==> src/rtl/mult_div_unit_pkg.sv <==
// Shared definitions for the HI/LO multiply/divide unit: operation
// encodings, FSM states, default width and small op-decode helpers.
package mult_div_unit_pkg;

  localparam int DEFAULT_WIDTH = 32;

  typedef enum logic [1:0] {
    OP_MULT  = 2'b00,
    OP_MULTU = 2'b01,
    OP_DIV   = 2'b10,
    OP_DIVU  = 2'b11
  } op_e;

  typedef enum logic [1:0] {
    IDLE = 2'b00,
    CALC = 2'b01,
    FIX  = 2'b10
  } state_e;

  // Divide ops have the upper encoding bit set.
  function automatic logic isDivideOp(input logic [1:0] op);
    return op[1];
  endfunction

  // Signed ops (MULT, DIV) have the lower encoding bit clear.
  function automatic logic isSignedOp(input logic [1:0] op);
    return ~op[0];
  endfunction

endpackage

==> src/rtl/mult_div_unit.sv <==
// Iterative HI/LO multiply/divide unit. Signed operations run on operand
// magnitudes; the signs are recorded at start and applied in FIX. Multiply
// and divide share one 2*WIDTH working register and one adder/subtractor.
module mult_div_unit
  import mult_div_unit_pkg::*;
#(
  parameter int WIDTH = DEFAULT_WIDTH
) (
  input  logic             clk,
  input  logic             rst_n,
  input  logic             Start,
  input  logic [1:0]       Op,
  input  logic [WIDTH-1:0] Operand_A,
  input  logic [WIDTH-1:0] Operand_B,
  input  logic             HI_Write,
  input  logic             LO_Write,
  input  logic [WIDTH-1:0] Write_Data,
  output logic             Busy,
  output logic             Done,
  output logic [WIDTH-1:0] HI,
  output logic [WIDTH-1:0] LO
);

  localparam int CW = (WIDTH > 1) ? $clog2(WIDTH) : 1;
  localparam logic [CW-1:0] LAST_ITER = CW'(WIDTH - 1);

  state_e             r_state;
  logic [2*WIDTH-1:0] r_acc;
  logic [WIDTH-1:0]   r_operand;
  logic [WIDTH-1:0]   r_rawA;
  logic [CW-1:0]      r_count;
  logic               r_isDiv;
  logic               r_negResult;
  logic               r_negRem;
  logic               r_divZero;
  logic               r_busy;
  logic               r_done;
  logic [WIDTH-1:0]   r_hi;
  logic [WIDTH-1:0]   r_lo;

  logic               w_startDiv;
  logic               w_startSigned;
  logic               w_signA;
  logic               w_signB;
  logic [WIDTH-1:0]   w_absA;
  logic [WIDTH-1:0]   w_absB;
  logic [WIDTH:0]     w_addA;
  logic [WIDTH:0]     w_addB;
  logic [WIDTH:0]     w_sum;
  logic [2*WIDTH-1:0] w_accNext;
  logic [2*WIDTH-1:0] w_negAcc;
  logic [WIDTH-1:0]   w_quot;
  logic [WIDTH-1:0]   w_rem;
  logic [WIDTH-1:0]   w_fixHi;
  logic [WIDTH-1:0]   w_fixLo;

  assign w_startDiv    = isDivideOp(Op);
  assign w_startSigned = isSignedOp(Op);
  assign w_signA       = w_startSigned & Operand_A[WIDTH-1];
  assign w_signB       = w_startSigned & Operand_B[WIDTH-1];
  assign w_absA        = w_signA ? -Operand_A : Operand_A;
  assign w_absB        = w_signB ? -Operand_B : Operand_B;

  // One shared adder: multiply adds the multiplicand into the upper half,
  // divide subtracts the divisor from the shifted partial remainder.
  always_comb begin
    w_addA    = '0;
    w_addB    = '0;
    w_sum     = '0;
    w_accNext = r_acc;
    if (r_isDiv) begin
      w_addA = {r_acc[2*WIDTH-1:WIDTH], r_acc[WIDTH-1]};
      w_addB = ~{1'b0, r_operand};
      w_sum  = w_addA + w_addB + (WIDTH+1)'(1);
      if (!w_sum[WIDTH]) begin
        w_accNext = {w_sum[WIDTH-1:0], r_acc[WIDTH-2:0], 1'b1};
      end else begin
        w_accNext = {w_addA[WIDTH-1:0], r_acc[WIDTH-2:0], 1'b0};
      end
    end else begin
      w_addA = {1'b0, r_acc[2*WIDTH-1:WIDTH]};
      w_addB = {1'b0, r_operand};
      w_sum  = w_addA + w_addB;
      if (r_acc[0]) begin
        w_accNext = {w_sum, r_acc[WIDTH-1:1]};
      end else begin
        w_accNext = {w_addA, r_acc[WIDTH-1:1]};
      end
    end
  end

  assign w_negAcc = -r_acc;
  assign w_quot   = r_acc[WIDTH-1:0];
  assign w_rem    = r_acc[2*WIDTH-1:WIDTH];

  // Sign correction for the final HI/LO values; the signed-overflow case
  // falls out naturally since the negated magnitude wraps to itself.
  always_comb begin
    w_fixHi = r_acc[2*WIDTH-1:WIDTH];
    w_fixLo = r_acc[WIDTH-1:0];
    if (r_isDiv) begin
      if (r_divZero) begin
        w_fixHi = r_rawA;
        w_fixLo = '1;
      end else begin
        w_fixLo = r_negResult ? -w_quot : w_quot;
        w_fixHi = r_negRem ? -w_rem : w_rem;
      end
    end else if (r_negResult) begin
      w_fixHi = w_negAcc[2*WIDTH-1:WIDTH];
      w_fixLo = w_negAcc[WIDTH-1:0];
    end
  end

  // Control FSM with registered Busy/Done and the HI/LO registers.
  always_ff @(posedge clk or negedge rst_n) begin
    if (!rst_n) begin
      r_state     <= IDLE;
      r_acc       <= '0;
      r_operand   <= '0;
      r_rawA      <= '0;
      r_count     <= '0;
      r_isDiv     <= 1'b0;
      r_negResult <= 1'b0;
      r_negRem    <= 1'b0;
      r_divZero   <= 1'b0;
      r_busy      <= 1'b0;
      r_done      <= 1'b0;
      r_hi        <= '0;
      r_lo        <= '0;
    end else begin
      unique case (r_state)
        IDLE: begin
          r_done <= 1'b0;
          if (HI_Write) begin
            r_hi <= Write_Data;
          end
          if (LO_Write) begin
            r_lo <= Write_Data;
          end
          if (Start) begin
            r_state     <= CALC;
            r_busy      <= 1'b1;
            r_count     <= '0;
            r_isDiv     <= w_startDiv;
            r_rawA      <= Operand_A;
            r_divZero   <= (Operand_B == '0);
            r_negResult <= w_signA ^ w_signB;
            r_negRem    <= w_startDiv & w_signA;
            if (w_startDiv) begin
              r_acc     <= {{WIDTH{1'b0}}, w_absA};
              r_operand <= w_absB;
            end else begin
              r_acc     <= {{WIDTH{1'b0}}, w_absB};
              r_operand <= w_absA;
            end
          end
        end
        CALC: begin
          r_acc   <= w_accNext;
          r_count <= r_count + CW'(1);
          if (r_count == LAST_ITER) begin
            r_state <= FIX;
          end
        end
        FIX: begin
          r_hi    <= w_fixHi;
          r_lo    <= w_fixLo;
          r_busy  <= 1'b0;
          r_done  <= 1'b1;
          r_state <= IDLE;
        end
        default: begin
          r_state <= IDLE;
          r_busy  <= 1'b0;
          r_done  <= 1'b0;
        end
      endcase
    end
  end

  assign Busy = r_busy;
  assign Done = r_done;
  assign HI   = r_hi;
  assign LO   = r_lo;

endmodule

==> config.mk <==
export PLATFORM = sky130hd
export DESIGN_NAME = mult_div_unit
export DESIGN_NICKNAME = d
export VERILOG_FILES = /design/src/rtl/mult_div_unit_pkg.sv /design/src/rtl/mult_div_unit.sv
export SDC_FILE = /design/constraint.sdc
export NUM_CORES = 1
export LEC_CHECK = 0
export CORE_ASPECT_RATIO = 1.5
export CORE_MARGIN = 5
export CORE_UTILIZATION = 42
export DETAILED_ROUTE_END_ITERATION = 16
export GPL_TIMING_DRIVEN = 1
export PLACE_DENSITY_LB_ADDON = 0.12
export SYNTH_ARGS = -nofsm -noshare
export SYNTH_HDL_FRONTEND = slang
export SYNTH_SLANG_ARGS = --single-unit
==> constraint.sdc <==
create_clock -name clk -period 10.5 [get_ports clk]
set_clock_uncertainty 0.1 [all_clocks]
set_input_delay 2.1 -clock clk [delete_from_list [all_inputs] [get_ports clk]]
set_output_delay 2.1 -clock clk [all_outputs]
set_load 0.005 [all_outputs]
==> Word level (Yosys, flattened, before mapping) <==
Cells that the tools add are included.
{ "word_totals": {"ff_bits": 205, "ram_bits": 0, "inputBits": 103, "latchBits": 0, "mem_count": 0, "romBits": 0} }
{ "op_classes": {"div": 0, "reduce_logical": 10, "addsub": 9, "shifts": 0, "eq_ne": 7, "n_mux": 29, "multipliers": 0, "n_bitwise": 7, "order_cmp": 0} }
{ "ops": {"columns": ["operator", "n"], "rows": [
  ["2-to-1 mux 32 bit", 14],
  ["2-to-1 mux 64 bit", 4],
  ["negation 32 bit", 4],
  ["one-hot mux 32 bit (2 select lines)", 2],
  ["one-hot mux 64 bit (2 select lines)", 1],
  ["negation 64 bit", 1],
  ["adder 32 x 32 -> 33 bit", 1],
  ["adder 33 x 1 -> 33 bit, second input constant", 1],
  ["adder 33 bit", 1],
  ["NOT 32 -> 33 bit", 1],
  ["logical NOT 32 bit", 1],
  ["AND reduction 2 bit", 6],
  ["one-hot mux 5 bit (2 select lines)", 1],
  ["!= test 2 bit, second input constant", 4],
  ["adder 5 x 1 -> 5 bit, second input constant", 1],
  ["== test 5 bit, second input constant", 1],
  ["2-to-1 mux 5 bit", 1],
  ["2-to-1 mux 2 bit", 2],
  ["one-hot mux 1 bit (2 select lines)", 2],
  ["one-hot mux 2 bit (2 select lines)", 1],
  ["nonzero test 2 bit", 2],
  ["AND 1 bit", 3],
  ["== test 2 x 1 -> 1 bit, second input constant", 1],
  ["== test 2 bit, second input constant", 1],
  ["4 further kinds", 5]
]} }

==> Longest topological paths before layout <==
Gate-level depths: netlist of the first run.
{ "depth": {"word_depth": 6, "depth_mapped": 13} }

==> Worst setup path before layout of the first run <==
OpenSTA, ideal clock, no wires.
{ "synth_path": {"kind": "input to register", "start": "input port Operand_A[19]", "end": "register r_acc[30]", "n_path_buf": 0, "path_slack_ns": 6.052, "required_time_ns": 10.274, "arrival_ns": 4.222, "cell_stages": 9, "setup_time_ns": 0.126, "cell_sequence": "or3_1 -> or3b_2 -> or3_1 -> or3_1 -> a21oi_1 -> xor2_1 -> a21oi_1 -> o21ai_0 -> a21oi_1"} }
{ "synth_between": {"elab_chain_cells": 5} }
{ "synth_lines": {"columns": ["element", "line_no", "source"], "rows": [
  ["from (decl)", "mult_div_unit.sv:13", "input logic [WIDTH-1:0] Operand_A,"],
  ["negation 32 bit", "mult_div_unit.sv:61", "assign w_absA = w_signA ? -Operand_A : Operand_A;"],
  ["2-to-1 mux 32 bit", "mult_div_unit.sv:61", null],
  ["2-to-1 mux 32 bit", "mult_div_unit.sv:150", "if (w_startDiv) begin"],
  ["2-to-1 mux 64 bit", "mult_div_unit.sv:141", "if (Start) begin"],
  ["one-hot mux 64 bit (2 select lines)", "mult_div_unit.sv:132", "unique case (r_state)"],
  ["to (signal assigned)", "mult_div_unit.sv:151", "r_acc <= {{WIDTH{1'b0}}, w_absA};"],
  ["to (signal assigned)", "mult_div_unit.sv:154", "r_acc <= {{WIDTH{1'b0}}, w_absB};"],
  ["to (signal assigned)", "mult_div_unit.sv:160", "r_acc <= w_accNext;"],
  ["to (decl)", "mult_div_unit.sv:28", "logic [2*WIDTH-1:0] r_acc;"]
]} }
Every way passes these cells. The select of a mux whose other input is x is not followed.
A chain may end at the register's enable or synchronous reset.

==> Worst setup path after layout of the first run <==
{ "layout_path": {"start": "input port Operand_B[3]", "end": "register r_acc[23]"} }
{ "layout_between": {"elab_chain_cells": 5} }
{ "layout_lines": {"columns": ["element", "line_no", "source"], "rows": [
  ["from (decl)", "mult_div_unit.sv:14", "input logic [WIDTH-1:0] Operand_B,"],
  ["negation 32 bit", "mult_div_unit.sv:62", "assign w_absB = w_signB ? -Operand_B : Operand_B;"],
  ["2-to-1 mux 32 bit", "mult_div_unit.sv:62", null],
  ["2-to-1 mux 32 bit", "mult_div_unit.sv:150", null],
  ["2-to-1 mux 64 bit", "mult_div_unit.sv:141", null],
  ["one-hot mux 64 bit (2 select lines)", "mult_div_unit.sv:132", null]
]} }
Every way passes these cells. The select of a mux whose other input is x is not followed.

==> metrics.txt, run 1 <==
# TYPE chip_impl_metric gauge
chip_impl_info{name="outcome",value="complete, no violations"} 1
chip_impl_metric{name="irDropWorstVdd",unit="mV"} 0.194
chip_impl_metric{name="row_count",unit=""} 90
chip_impl_info{name="hp-class",value="reg -> reg"} 1
chip_impl_metric{name="slew_headroom",unit="%"} 21.2
chip_impl_metric{name="synth_fp_nets",unit=""} 2416
chip_impl_metric{name="synthesis.area",unit="mm²"} 0.0172
chip_impl_metric{name="design.die.area",unit="mm²"} 0.0451
chip_impl_metric{name="timing.final.max_slew_violations",unit=""} 0
chip_impl_info{name="endpoint_kind",value="flip-flop"} 1
chip_impl_metric{name="layout-drive-gt1-share",unit="%"} 5.26
chip_impl_info{name="yosys_most_used_dff",value="dfrtp_1"} 1
chip_impl_metric{name="dpl-instance-area",unit="mm²"} 0.0192
chip_impl_metric{name="finish.utilization",unit="%"} 49.5
chip_impl_metric{name="synthesis.area_per_instance",unit="µm²"} 7.67
chip_impl_info{name="r2r-start",value="r_acc[31]"} 1
chip_impl_metric{name="boundaryPins",unit=""} 169
chip_impl_metric{name="place.gp.congestion",unit=""} 0.992
chip_impl_metric{name="clock_tree.buffer_depth",unit=""} 3
chip_impl_metric{name="synth_async_sr_flop_share",unit="%"} 100
chip_impl_info{name="setup.worst_path.start_class",value="input port"} 1
chip_impl_info{name="hold_path.startpoint",value="LO[9]"} 1
chip_impl_metric{name="fin_hold_ws",unit="ps"} 378
chip_impl_metric{name="cts_made_buffers",unit=""} 23
chip_impl_metric{name="crit_path_max_fo",unit=""} 6
chip_impl_metric{name="synth.yosys.seq_area_share",unit="%"} 29.9
chip_impl_metric{name="length_in_cells_of_the_worst_reg_to_reg_path",unit=""} 13
chip_impl_metric{name="ys_seq_elements",unit=""} 205
chip_impl_metric{name="synthDistinctLibCells",unit=""} 73
chip_impl_metric{name="htree_num_levels",unit=""} 1
chip_impl_metric{name="cellPowerDensity",unit="mW/mm²"} 376
chip_impl_metric{name="leakage_power_summed_over_all_cells",unit="nW"} 8.20
chip_impl_metric{name="synth.yosys.warnings",unit=""} 0
chip_impl_metric{name="grt_first_pass_wirelength",unit="µm"} 108000
chip_impl_info{name="critical_path.reg2reg.endpoint",value="r_acc[56]"} 1
chip_impl_metric{name="detail-route-antenna-nets",unit=""} 0
chip_impl_metric{name="synth-edff-count",unit=""} 0
chip_impl_metric{name="clkTransAtPathRegs",unit="ps"} 60
chip_impl_metric{name="max_cap_violations",unit=""} 0
chip_impl_metric{name="dr_total_vias",unit=""} 17500
chip_impl_metric{name="cts-hold-fix-buffers",unit=""} 0
chip_impl_metric{name="clk_latency",unit="ps"} 540
chip_impl_metric{name="max_slew.worst_pin.slew",unit="ps"} 1180
chip_impl_metric{name="number_of_global_route_vias_before_repair",unit=""} 16600
chip_impl_metric{name="area_growth_from_synthesis_to_layout",unit="%"} 16.2
chip_impl_metric{name="report.final.hold_viol_count",unit=""} 0
chip_impl_metric{name="port-buffer-count",unit=""} 168
chip_impl_info{name="cts_tree",value="built"} 1
chip_impl_metric{name="chipWidth",unit="µm"} 175
chip_impl_metric{name="avgViaCountPerCell",unit=""} 6.19
chip_impl_metric{name="die_h",unit="µm"} 258
chip_impl_metric{name="max_clock_freq",unit="MHz"} 195
chip_impl_metric{name="finalCriticalPeriod",unit="ps"} 5140
chip_impl_metric{name="post_detailed_placement_half_perimeter_wirelength",unit="µm"} 57500
chip_impl_metric{name="initial_cell_density_of_the_core",unit="%"} 42.6
chip_impl_metric{name="drt-total-wl",unit="µm"} 74100
chip_impl_metric{name="drt-pass1-iter-count",unit=""} 6
chip_impl_metric{name="netlist_instances",unit=""} 2241
chip_impl_metric{name="final-setup-viol-count",unit=""} 0
chip_impl_metric{name="cts_resized",unit=""} 0
chip_impl_metric{name="grt-ovfl-total",unit=""} 0
chip_impl_info{name="min_to",value="LO[9]"} 1
chip_impl_info{name="critical_path_class",value="in -> reg"} 1
chip_impl_metric{name="worst_ep_arrival_time",unit="ps"} 5520
chip_impl_info{name="grt_setup_unrepaired",value="false"} 1
chip_impl_metric{name="cp_data_required_time",unit="ps"} 10880
chip_impl_metric{name="cts.sink_count",unit=""} 205
chip_impl_metric{name="detail_route.drc_violations",unit=""} 0
chip_impl_metric{name="timing.setup.tns",unit="ps"} 0
chip_impl_metric{name="postCtsSetupRepairBufs",unit=""} 0
chip_impl_metric{name="core-area",unit="mm²"} 0.0403
chip_impl_metric{name="routedWlPerCell",unit="µm"} 26.2
chip_impl_metric{name="reg2reg_setup_slack",unit="ps"} 5550
chip_impl_metric{name="stdcell_area",unit="mm²"} 0.0200
chip_impl_metric{name="nets",unit=""} 2479
chip_impl_metric{name="track_usage",unit="%"} 31.4
chip_impl_metric{name="grt_max_degree",unit=""} 74
chip_impl_metric{name="hold-path-cell-count",unit=""} 2
chip_impl_metric{name="drt-initial-drc-count",unit=""} 1507
chip_impl_metric{name="post-route-period-util",unit="%"} 49.0
chip_impl_metric{name="number_of_antenna_violations_at_the_first_check_in_global_routing",unit=""} 1
chip_impl_info{name="ctsRootBufferMaster",value="clkbuf_16"} 1
## power breakdown
part | switching (mW) | internal [mW]
clock | 0.366 | 0.504
sequential | 0.638 | 1.19
combinational | 2.84 | 1.96
## how the worst max path moves through the flow
| stage | from | end | slack (ps) | depth (start not counted) |
|---|---|---|---|---|
| finish | Operand_B[3] | r_acc[23] | 5360 | 9 |
| global route | Operand_B[3] | r_acc[23] | 5170 | 9 |
| CTS | Operand_B[3] | r_acc[23] | 5460 | 9 |
| detailed placement | Operand_B[3] | r_acc[23] | 4880 | 9 |
| global placement | Operand_B[3] | r_acc[23] | 4910 | 9 |
| floorplan | Operand_A[19] | r_acc[30] | 6050 | 9 |
## layout by cell type (no fill, tap or decap), types with 33 or more instances in the layout
master and count:
buf_4 33, o22ai_1 46, mux2i_1 58, dfrtp_1 202
clkdlybuf4s50_1 166, xnor2_1 98, inv_1 67, nor2_1 167
o31ai_1 33, nand2_1 344, xor2_1 99, o21ai_0 245
ha_1 70, nor3_1 41, a21oi_1 186
## sequential cells by signal, summed over array words and instances, names as in the netlist
signal / cells
r_state: 2
r_count: 5
r_isDiv: 1
r_rawA: 32
r_negResult: 1
r_negRem: 1
r_operand: 32
LO: 32
Busy: 1
r_acc: 64
HI: 32
Done: 1
r_divZero: 1
## metrics by stage
| stage | worst slack [ps] | cells | power (mW) |
|---|---|---|---|
| final | 5360 | 2829 | 7.50 |
| after global routing | 5170 | 2828 | 8.01 |
| after CTS | 5460 | 2827 | 7.46 |
| after detailed placement | 4880 | 2785 | 6.57 |
| after global placement | 4910 | 2785 | 6.52 |
| after floorplan | 6050 | 2241 | 4.82 |
## area by class of cell
class,count,area (µm²)
fill,3944,20400
multi-input combinational,1806,11200
sequential,205,5130
timing repair buffer,200,1920
clock buffer,28,634
tap,506,633
inverter,68,255
clock inverter,14,156
antenna,2,5.00
## critical path, stage by stage
cell             delay (ps)
clkdlybuf4s50_1         470
nor4_1                  730
nand4b_1                380
nor4_1                  960
nor2_1                  150
xor2_1                  250
nor2_1                   60
a211oi_1                240
o22a_1                  170
## synthesized netlist by cell type (12+ instances only)
cell type / instances / area (µm²)
nor2b_1: 14 / 87.6
inv_1: 67 / 251
o31ai_1: 33 / 248
a211oi_1: 24 / 180
mux2i_1: 58 / 581
or2_2: 15 / 93.8
or4_1: 20 / 150
or3_1: 22 / 138
o22ai_1: 46 / 288
a21oi_1: 186 / 931
a31oi_1: 17 / 106
a21o_1: 24 / 180
xor2_1: 99 / 867
nand4_1: 12 / 75.1
o221ai_1: 20 / 175
ha_1: 70 / 876
nand3_1: 18 / 90.1
nor3_1: 41 / 205
nand2b_1: 20 / 125
clkbuf_1: 150 / 563
xnor2_1: 99 / 867
dfrtp_1: 205 / 5130
nand2_1: 345 / 1290
o21ai_0: 245 / 1230
nor2_1: 169 / 634
o211ai_1: 25 / 188
nor4_1: 24 / 150
## layer usage
layer  part of all wire [%]  GRT usage (%)  vias up
li1                       -              -     8171
met1                     38           37.0     8436
met2                     48           53.8      704
met3                    5.1           3.04      202
met4                    8.5           21.3        0
met5                      0              0        -
## kinds of logic after synthesis
logic type | share of synthesized area, %
adders and majority gates | 5.33
xor gates and xnor gates | 10.1
and+or+nand+nor | 19.9
DFF | 29.9
muxes | 3.90
buffers and inverters | 5.13
AOI/OAI and AO/OA | 25.8
No activity file was read; power rests on OpenSTA's default activity.
==> run 2: changes to the inputs <==
==> constraint.sdc (replaced) <==
create_clock -name clk -period 4.55 [get_ports clk]
set_clock_uncertainty 0.1 [all_clocks]
set_input_delay 0.91 -clock clk [delete_from_list [all_inputs] [get_ports clk]]
set_output_delay 0.91 -clock clk [all_outputs]
set_load 0.005 [all_outputs]
==> run 2 against run 1 <==
Sequential share of layout area decreased by 0.46 points. Flip-flop and latch count stayed put. Die area did not move. Combinational power increased by 140%. Via count is 1.1% higher. Worst hold slack lost 84 ps. Critical path type is now reg -> reg. Largest cell class unchanged. Highest routed layer unchanged.
==> metrics.txt, run 2 (synthesis gave the netlist of run 1 again) <==
# TYPE chip_impl_metric gauge
chip_impl_metric{name="cts_made_buffers",unit=""} 25
chip_impl_metric{name="delay_contributed_by_the_slowest_stage_of_the_critical_path",unit="ps"} 570
chip_impl_info{name="grt_setup_unrepaired",value="false"} 1
chip_impl_metric{name="nets",unit=""} 2515
chip_impl_metric{name="stdcell_area",unit="mm²"} 0.0203
chip_impl_metric{name="initial_cell_density_of_the_core",unit="%"} 42.6
chip_impl_metric{name="number_of_antenna_violations_at_the_first_check_in_global_routing",unit=""} 1
chip_impl_info{name="critical_path_class",value="reg -> reg"} 1
chip_impl_metric{name="core-area",unit="mm²"} 0.0403
chip_impl_metric{name="slew_headroom",unit="%"} 16.9
chip_impl_metric{name="clock_power_share",unit="%"} 11.8
chip_impl_metric{name="port-buffer-count",unit=""} 168
chip_impl_metric{name="crit_path_max_fo",unit=""} 13
chip_impl_metric{name="dpl-instance-area",unit="mm²"} 0.0195
chip_impl_info{name="setup.worst_path.start_class",value="flip-flop"} 1
chip_impl_metric{name="layout-drive-gt1-share",unit="%"} 6.45
chip_impl_info{name="ctsRootBufferMaster",value="clkbuf_16"} 1
chip_impl_metric{name="finalCriticalPeriod",unit="ps"} 3990
chip_impl_metric{name="grt_max_degree",unit=""} 78
chip_impl_info{name="timing.critical_path.cells",value="buf_4, ha_1, inv_1, fa_1, nor2b_1, o211ai_1, a211oi_1, o41ai_1, o21ai_0, a31oi_1, xor2_1, a21oi_1, a211o_1"} 1
chip_impl_metric{name="drt-total-wl",unit="µm"} 75600
chip_impl_metric{name="post-route-period-util",unit="%"} 87.6
chip_impl_metric{name="place.gp.congestion",unit=""} 0.979
chip_impl_metric{name="dr_total_vias",unit=""} 17700
chip_impl_info{name="final_common_cell",value="nand2_1"} 1
chip_impl_info{name="critical_path.slowest_cell",value="o21ai_0"} 1
chip_impl_info{name="cts_tree",value="built"} 1
chip_impl_metric{name="number_of_global_route_vias_before_repair",unit=""} 17300
chip_impl_info{name="endpoint_kind",value="flip-flop"} 1
chip_impl_metric{name="leakage_power_summed_over_all_cells",unit="nW"} 8.41
chip_impl_metric{name="fillers",unit=""} 4014
chip_impl_info{name="top_register",value="r_acc"} 1
chip_impl_metric{name="cts_resized",unit=""} 0
chip_impl_metric{name="number_of_flip_flops_in_the_largest_register",unit=""} 64
chip_impl_info{name="hp-class",value="in -> async"} 1
chip_impl_metric{name="comb_power_share",unit="%"} 65.1
chip_impl_metric{name="max_clock_freq",unit="MHz"} 251
chip_impl_metric{name="drt-initial-drc-count",unit=""} 1604
chip_impl_metric{name="max_slew.worst_pin.slew",unit="ps"} 1240
chip_impl_metric{name="worst_ep_arrival_time",unit="ps"} 4310
chip_impl_metric{name="clock_tree.buffer_depth",unit=""} 3
chip_impl_metric{name="detail_route.drc_violations",unit=""} 0
chip_impl_metric{name="postCtsSetupRepairBufs",unit=""} 0
chip_impl_metric{name="grt-ovfl-total",unit=""} 0
chip_impl_metric{name="timing.setup.tns",unit="ps"} 0
chip_impl_info{name="commonest_non_fill_non_tap_cells_in_the_layout",value="nand2_1 (344), o21ai_0 (245), dfrtp_1 (202), a21oi_1 (186), nor2_1 (167)"} 1
chip_impl_metric{name="cellPowerDensity",unit="mW/mm²"} 872
chip_impl_metric{name="detail-route-antenna-nets",unit=""} 0
chip_impl_metric{name="swShare",unit="%"} 50.5
chip_impl_metric{name="final-setup-viol-count",unit=""} 0
chip_impl_metric{name="chipWidth",unit="µm"} 175
chip_impl_metric{name="irDropWorstVdd",unit="mV"} 0.509
chip_impl_metric{name="timing.final.max_slew_violations",unit=""} 0
chip_impl_metric{name="design.die.area",unit="mm²"} 0.0451
chip_impl_metric{name="htree_num_levels",unit=""} 1
chip_impl_info{name="outcome",value="complete, no violations"} 1
chip_impl_metric{name="grt_first_pass_wirelength",unit="µm"} 112000
chip_impl_info{name="r2r-start",value="r_acc[32]"} 1
chip_impl_metric{name="reg2reg_setup_slack",unit="ps"} 560
chip_impl_metric{name="routedWlPerCell",unit="µm"} 26.4
chip_impl_metric{name="area_growth_from_synthesis_to_layout",unit="%"} 18.3
chip_impl_metric{name="clk_latency",unit="ps"} 540
chip_impl_metric{name="total_switching_power",unit="mW"} 8.94
chip_impl_metric{name="max_cap_violations",unit=""} 0
chip_impl_metric{name="cts-hold-fix-buffers",unit=""} 0
chip_impl_metric{name="cp_data_required_time",unit="ps"} 4880
chip_impl_metric{name="cts.sink_count",unit=""} 205
chip_impl_info{name="crit_start",value="r_acc[32]"} 1
chip_impl_metric{name="drt-pass1-iter-count",unit=""} 6
chip_impl_metric{name="die_h",unit="µm"} 258
chip_impl_metric{name="power.share.sequential",unit="%"} 23.0
chip_impl_metric{name="track_usage",unit="%"} 32.3
chip_impl_metric{name="report.final.hold_viol_count",unit=""} 0
chip_impl_metric{name="post_detailed_placement_half_perimeter_wirelength",unit="µm"} 59100
chip_impl_metric{name="clkTransAtPathRegs",unit="ps"} 60
chip_impl_metric{name="cell_internal_pwr",unit="mW"} 8.77
chip_impl_metric{name="row_count",unit=""} 90
chip_impl_metric{name="boundaryPins",unit=""} 169
chip_impl_metric{name="avgViaCountPerCell",unit=""} 6.18
-- run 2: worst paths after layout --
check / to / cells after the start
worst max-delay path: r_acc[51] / 13
min in group clk: LO[20] / 2
worst min-delay path: HI[25] / 1
worst min register to register: LO[20] / 2
worst max register to register: r_acc[51] / 13
max in group asynchronous: r_isDiv / 2
-- run 2: per-layer routing --
metal	track usage, %	part of all wire (%)	vias up
met5	0	0	-
met4	21.8	8.2	0
met3	3.47	5.9	200
met2	56.0	49	740
met1	37.5	37	8505
li1	-	-	8254
-- run 2: through the flow --
stage               std cells  total power, mW  util [%]  setup slack [ps]  hold WS, ps
CTS                      2863             17.6      50.4               607          320
finish                   2865             17.7      50.4               565          293
floorplan                2241             11.1         -               961          345
global route             2864             18.9      50.4               383          346
detailed placement       2819             15.4      48.3               548          369
global placement         2819             15.3      48.3               529          360
-- run 2: critical path, delay by kind of cell, from the launching register on --
family,cells,cell delay [ps]
AND/OR/NAND/NOR,1,280
flip-flops,1,340
adder cells (fa/ha/maj),2,630
AO/OA/AOI/OAI,7,2040
XOR/XNOR,1,200
buffers and inverters,2,280
-- run 2: layout make-up --
cell class | instances | area [µm²] | share of cell area [%]
clock inverters | 7 | 116 | 0.573
repair buffers | 234 | 2240 | 11.0
multi-input cells | 1806 | 11200 | 55.2
clock buffers | 37 | 721 | 3.55
diodes | 2 | 5.00 | 0.0246
well taps | 506 | 633 | 3.12
flip-flops and latches | 205 | 5130 | 25.3
inverters | 68 | 255 | 1.26
-- run 2: power groups by stage --
stage	Clock (mW)	Combinational, mW	Sequential, mW
3_5_place_dp	0	11.4	4.07
3_3_place_gp	0	11.2	4.04
4_1_cts	2.13	11.4	4.04
6_report	2.10	11.5	4.08
5_1_grt	2.21	12.6	4.14
2_1_floorplan	0	7.79	3.34
